`src/rtl/imem_loader.sv`:
```
// imem_loader: programs the instruction memory from a byte stream (16-bit LE word count, then LE words).
// Define IMEM_LOADER_CHECKSUM_EN to expect a trailing XOR-of-data checksum byte.
module imem_loader #(
  parameter int MEMORY_SIZE = 32,
  parameter int CNT_W       = 16
) (
  input  logic             clk,
  input  logic             rst_n,
  input  logic             start,
  input  logic [7:0]       in_data,
  input  logic             in_valid,
  output logic             in_ready,
  output logic             mem_we,
  output logic [31:0]      mem_addr,
  output logic [31:0]      mem_wdata,
  output logic             cpu_hold,
  output logic             busy,
  output logic             done,
  output logic             err,
  output logic [CNT_W-1:0] words_loaded
);

  typedef enum logic [2:0] {
    S_IDLE = 3'd0,
    S_HDR0 = 3'd1,
    S_HDR1 = 3'd2,
    S_DATA = 3'd3,
    S_CSUM = 3'd4,
    S_DONE = 3'd5
  } state_t;

`ifdef IMEM_LOADER_CHECKSUM_EN
  localparam state_t END_STATE = S_CSUM;
`else
  localparam state_t END_STATE = S_DONE;
`endif

  localparam logic [CNT_W-1:0] MEM_WORDS = CNT_W'(MEMORY_SIZE);

  state_t           state_r, state_s;
  logic [CNT_W-1:0] count_r, word_idx_r, words_loaded_r, hdr_count_s;
  logic [1:0]       byte_idx_r;
  logic [23:0]      word_buf_r;
  logic [31:0]      mem_addr_r, mem_wdata_r;
  logic             in_ready_r, mem_we_r, cpu_hold_r, busy_r, done_r, err_r;
  logic             start_ok_s, accept_s, word_end_s, last_word_s, busy_s, in_range_s;

  function automatic logic [31:0] word_byte_addr(input logic [CNT_W-1:0] idx);
    word_byte_addr = 32'(idx) << 2'd2;
  endfunction

  assign hdr_count_s = CNT_W'({in_data, count_r[7:0]});
  assign in_range_s  = (word_idx_r < MEM_WORDS);

  // Next-state decode and per-cycle strobes
  always_comb begin
    state_s     = state_r;
    start_ok_s  = 1'b0;
    accept_s    = in_valid && in_ready_r;
    word_end_s  = (state_r == S_DATA) && accept_s && (byte_idx_r == 2'd3);
    last_word_s = word_end_s && ((word_idx_r + CNT_W'(1)) == count_r);
    case (state_r)
      S_IDLE, S_DONE: begin
        if (start) begin
          state_s    = S_HDR0;
          start_ok_s = 1'b1;
        end else begin
          state_s = state_r;
        end
      end
      S_HDR0: begin
        if (accept_s) state_s = S_HDR1;
        else          state_s = S_HDR0;
      end
      S_HDR1: begin
        if (accept_s && (hdr_count_s == {CNT_W{1'b0}})) state_s = END_STATE;
        else if (accept_s)                             state_s = S_DATA;
        else                                           state_s = S_HDR1;
      end
      S_DATA: begin
        if (last_word_s) state_s = END_STATE;
        else             state_s = S_DATA;
      end
`ifdef IMEM_LOADER_CHECKSUM_EN
      S_CSUM: begin
        if (accept_s) state_s = S_DONE;
        else          state_s = S_CSUM;
      end
`endif
      default: state_s = S_IDLE;
    endcase
    busy_s = (state_s != S_IDLE) && (state_s != S_DONE);
  end

  // FSM state register
  always_ff @(posedge clk or negedge rst_n) begin
    if (!rst_n) state_r <= S_IDLE;
    else        state_r <= state_s;
  end

`ifdef IMEM_LOADER_CHECKSUM_EN
  logic [7:0] csum_r;

  // Running XOR of data bytes (header excluded)
  always_ff @(posedge clk or negedge rst_n) begin
    if (!rst_n) begin
      csum_r <= 8'd0;
    end else if (start_ok_s) begin
      csum_r <= 8'd0;
    end else if (accept_s && (state_r == S_DATA)) begin
      csum_r <= csum_r ^ in_data;
    end else begin
      csum_r <= csum_r;
    end
  end
`endif

  // Header capture, word assembly, memory write and status outputs
  always_ff @(posedge clk or negedge rst_n) begin
    if (!rst_n) begin
      count_r        <= {CNT_W{1'b0}};
      word_idx_r     <= {CNT_W{1'b0}};
      words_loaded_r <= {CNT_W{1'b0}};
      byte_idx_r     <= 2'd0;
      word_buf_r     <= 24'd0;
      mem_addr_r     <= 32'd0;
      mem_wdata_r    <= 32'd0;
      mem_we_r       <= 1'b0;
      in_ready_r     <= 1'b0;
      busy_r         <= 1'b0;
      cpu_hold_r     <= 1'b0;
      done_r         <= 1'b0;
      err_r          <= 1'b0;
    end else begin
      mem_we_r   <= 1'b0;
      in_ready_r <= busy_s;
      busy_r     <= busy_s;
      if (start_ok_s) begin
        count_r        <= {CNT_W{1'b0}};
        word_idx_r     <= {CNT_W{1'b0}};
        words_loaded_r <= {CNT_W{1'b0}};
        byte_idx_r     <= 2'd0;
        word_buf_r     <= 24'd0;
        cpu_hold_r     <= 1'b1;
        done_r         <= 1'b0;
        err_r          <= 1'b0;
      end else begin
        // Entering DONE is one cycle behind the last write so cpu_hold covers it
        if (state_r == S_DONE) begin
          done_r     <= 1'b1;
          cpu_hold_r <= 1'b0;
        end
        if (accept_s) begin
          case (state_r)
            S_HDR0: count_r <= CNT_W'(in_data);
            S_HDR1: count_r <= hdr_count_s;
            S_DATA: begin
              byte_idx_r <= byte_idx_r + 2'd1;
              case (byte_idx_r)
                2'd0: word_buf_r[7:0]   <= in_data;
                2'd1: word_buf_r[15:8]  <= in_data;
                2'd2: word_buf_r[23:16] <= in_data;
                2'd3: begin
                  word_idx_r <= word_idx_r + CNT_W'(1);
                  if (in_range_s) begin
                    mem_we_r       <= 1'b1;
                    mem_addr_r     <= word_byte_addr(word_idx_r);
                    mem_wdata_r    <= {in_data, word_buf_r};
                    words_loaded_r <= words_loaded_r + CNT_W'(1);
                  end else begin
                    err_r <= 1'b1;
                  end
                end
                default: word_buf_r <= word_buf_r;
              endcase
            end
`ifdef IMEM_LOADER_CHECKSUM_EN
            S_CSUM: begin
              if (in_data != csum_r) err_r <= 1'b1;
            end
`endif
            default: count_r <= count_r;
          endcase
        end
      end
    end
  end

  assign in_ready     = in_ready_r;
  assign mem_we       = mem_we_r;
  assign mem_addr     = mem_addr_r;
  assign mem_wdata    = mem_wdata_r;
  assign cpu_hold     = cpu_hold_r;
  assign busy         = busy_r;
  assign done         = done_r;
  assign err          = err_r;
  assign words_loaded = words_loaded_r;

endmodule

```
`config.mk`:
```
export PLATFORM = sky130hd
export DESIGN_NAME = imem_loader
export DESIGN_NICKNAME = d
export VERILOG_FILES = /design/src/rtl/imem_loader.sv
export SDC_FILE = /design/constraint.sdc
export NUM_CORES = 1
export LEC_CHECK = 0
export BUFFER_PORTS_ARGS = -buffer_cell sky130_fd_sc_hd__buf_2
export CAP_MARGIN = 10
export CORE_UTILIZATION = 56
export CTS_CLUSTER_SIZE = 25
export DETAILED_ROUTE_END_ITERATION = 12
export PLACE_DENSITY = 0.79
export SLEW_MARGIN = 20
export SYNTH_ARGS = -nofsm -noshare
export SYNTH_HDL_FRONTEND = slang
export SYNTH_SLANG_ARGS = --single-unit
```
`constraint.sdc`:
```
create_clock -name clk -period 4.5 [get_ports clk]
set_input_delay 0.675 -clock clk [delete_from_list [all_inputs] [get_ports clk]]
set_output_delay 0.675 -clock clk [all_outputs]
set_load 0.02 [all_outputs]
```
==> results.json <==
{
  "outcome": "finished, final reports clean",
  "finalCoreUtilization_pct": 66.98,
  "critPathCaptureType": "register",
  "use_met1_pct": 34.15,
  "synth_edf_count": 0,
  "insertion_delay_ps": 520,
  "cts.path.max_buffers": 2,
  "drive_gt1_share_pct": 24.58,
  "grt_usage_pct": 25.99,
  "ys_warn_count": 0,
  "critPathSlowestCell": "nor2_4",
  "slew_violations": 0,
  "vias": 4564,
  "p_leak_nw": 3.445,
  "post_drt_wl_per_cell_um": 17.13,
  "dieHeight_um": 105.5,
  "use_met3_pct": 5.813,
  "grt.busiest_layer": "met2",
  "holdBufCountCts": 0,
  "syn_to_final_growth_pct": 15.89,
  "ys_types": 49,
  "critPathMostFrequentCell": "nand2_1",
  "required_ps": 4870,
  "initial_core_util_pct": 57.79,
  "maxCapViolations": 0,
  "min_path_type": "primary input to async pin",
  "synthArstFlopShare_pct": 100.0,
  "critPathMaxFanout": 38,
  "fin_setup_tns_ps": 0,
  "first_global_vias": 4437,
  "path_clk_slew_ps": 60,
  "relSlewSlack_pct": 32.58,
  "synth-seq-cells": 130,
  "ir_drop_mv": 0.4319,
  "ys.flop_type": "dfrtp_1",
  "cts_buffers": 17,
  "wl_mm": 13.55,
  "cts_tree": "built",
  "crit_path_start_kind": "register",
  "antenna_cells": 0,
  "dr.pass1.iters": 5,
  "finClkSkew_ps": 10.55,
  "core_mm2": 0.01037,
  "fin_nets": 660,
  "die_x_um": 105.5,
  "drc_errors": 0,
  "ys_seq_area_share_pct": 54.28,
  "finalPower_mw": 4.023,
  "pin_count": 98,
  "crit_buf_inv": 1,
  "cp_top_family": "simple AND/OR/NAND/NOR gates",
  "die_area_mm2": 0.01112,
  "layout_commonest_cell": "dfrtp_1",
  "cts_root_buffer": "clkbuf_8",
  "min_period_over_period_pct": 64.84,
  "synthTopCellsByArea": "dfrtp_1 54%, mux2_2 7.1%, o21ai_0 5.5%, nand2_1 4.2%, xnor2_1 3.7%",
  "path_cells": "ha_1 > and3b_1 > nand2_1 > nor2_4 > buf_4 > nand2_1 > xor2_1 > nor2_1",
  "power.density_mw_per_mm2": 579.2,
  "hpwl_mm": 9.005,
  "hold_viol": 0,
  "cts_num_sinks": 130,
  "globalplace.congestion": 0.9018,
  "grt_pass1_wl_mm": 22.07,
  "via_per_inst": 5.770,
  "grt_start_max_net_pins": 71,
  "rows": 37,
  "grtUsageMet2_pct": 40.93,
  "critical_path_arrival_ps": 3280,
  "fin_crit_ps": 2918,
  "worst_pin_slew_ps": 1011,
  "crit_type": "register to register",
  "cts_resized": 0,
  "final_cell_mix": "130 x dfrtp_1, 80 x buf_2, 67 x nand2_1, 66 x o21ai_0",
  "yosysTopAreaCellShare_pct": 54.28,
  "synth_area_per_cell_um2": 10.50,
  "max_freq_mhz": 342.7,
  "grt_antenna_before_repair": 0,
  "h-tree-depth": 4,
  "rsz0062_at_grt": "false",
  "max_stage_delay_ps": 580,
  "ant_nets": 0,
  "drt_iter0_drc": 326,
  "yosysTopAreaCell": "dfrtp_1",
  "port_buffers": 81,
  "post_cts_buffers": 0,
  "grt_remaining_overflow": 0,
  "finalSetupViolCount": 0,
  "mappedNetlistArea_mm2": 0.005993,
  "netlist_instances": 571
}
Yosys cell counts (all sizes together), types with 7 or more instances:
library cell	count
nor2	39
nor4	12
dfrtp	130
buf	36
nand4	10
nor2b	17
a21oi	10
xnor2	25
and3	8
nand3	18
nand2	67
inv	7
o21ai	66
nor3	9
xor2	10
mux2	38
clkbuf	13
per-layer routing:
layer,up-vias,part of all wire (%)
met3,44,6.2
met1,2223,42
met2,199,48
met5,-,0
met4,0,3.5
li1,2098,-
power breakdown:
group | switching (mW) | internal [mW] | total [mW]
clock network | 0.507 | 0.795 | 1.30
logic | 0.648 | 0.387 | 1.04
registers | 0.224 | 1.46 | 1.68
total | 1.38 | 2.64 | 4.02
metrics by stage:
stage | cell area [um^2] | worst slack, ps | std cells | hold slack (ps)
after global placement | 6369 | 1564 | 759 | 458.6
after detailed placement | 6369 | 1454 | 759 | 468.5
after CTS | 6942 | 1623 | 791 | 312.8
after floorplan | 6050 | 2441 | 586 | 379.4
after global routing | 6945 | 1317 | 791 | 340.4
final | 6945 | 1582 | 791 | 277.9
path summary, 6_finish.rpt:
path                          startpoint          endpoint  slack, ps  cells past startpoint
setup / recovery           byte_idx_r[0]   words_loaded[3]       1580                      8
hold / removal                     rst_n  words_loaded[13]        280                      1
setup reg to reg           byte_idx_r[0]   words_loaded[3]       1580                      8
hold reg to reg            word_buf_r[2]     word_buf_r[2]        480                      2
max in group asynchronous          rst_n        state_r[1]       3280                      2
min in group clk              in_data[4]     mem_wdata[28]        420                      2
state kept, by name, indices dropped and copies added, names as in the netlist:
register	cells
count_r	16
word_buf_r	24
mem_addr	16
cpu_hold	1
busy	1
err	1
done	1
mem_wdata	32
mem_we	1
byte_idx_r	2
word_idx_r	16
words_loaded	16
state_r	3
area by class of cell:
cell class | instances | area (um^2)
clock inverter | 10 | 100.1
multi-input combinational | 400 | 2477
fill | 777 | 3425
tap | 136 | 170.2
timing repair buffer | 86 | 445.4
clock buffer | 22 | 473.0
inverter | 7 | 26.28
sequential | 130 | 3253
cells by family after synthesis:
kind of cell	share of synthesized area (%)
AND/OR/NAND/NOR	17.06
AO/OA/AOI/OAI	9.457
other	0.06257
buffers and inverters	5.470
multiplexers	7.307
XOR/XNOR	5.115
adder cells (fa/ha/maj)	1.253
flip-flops	54.28
(Power assumes the default switching activity.)
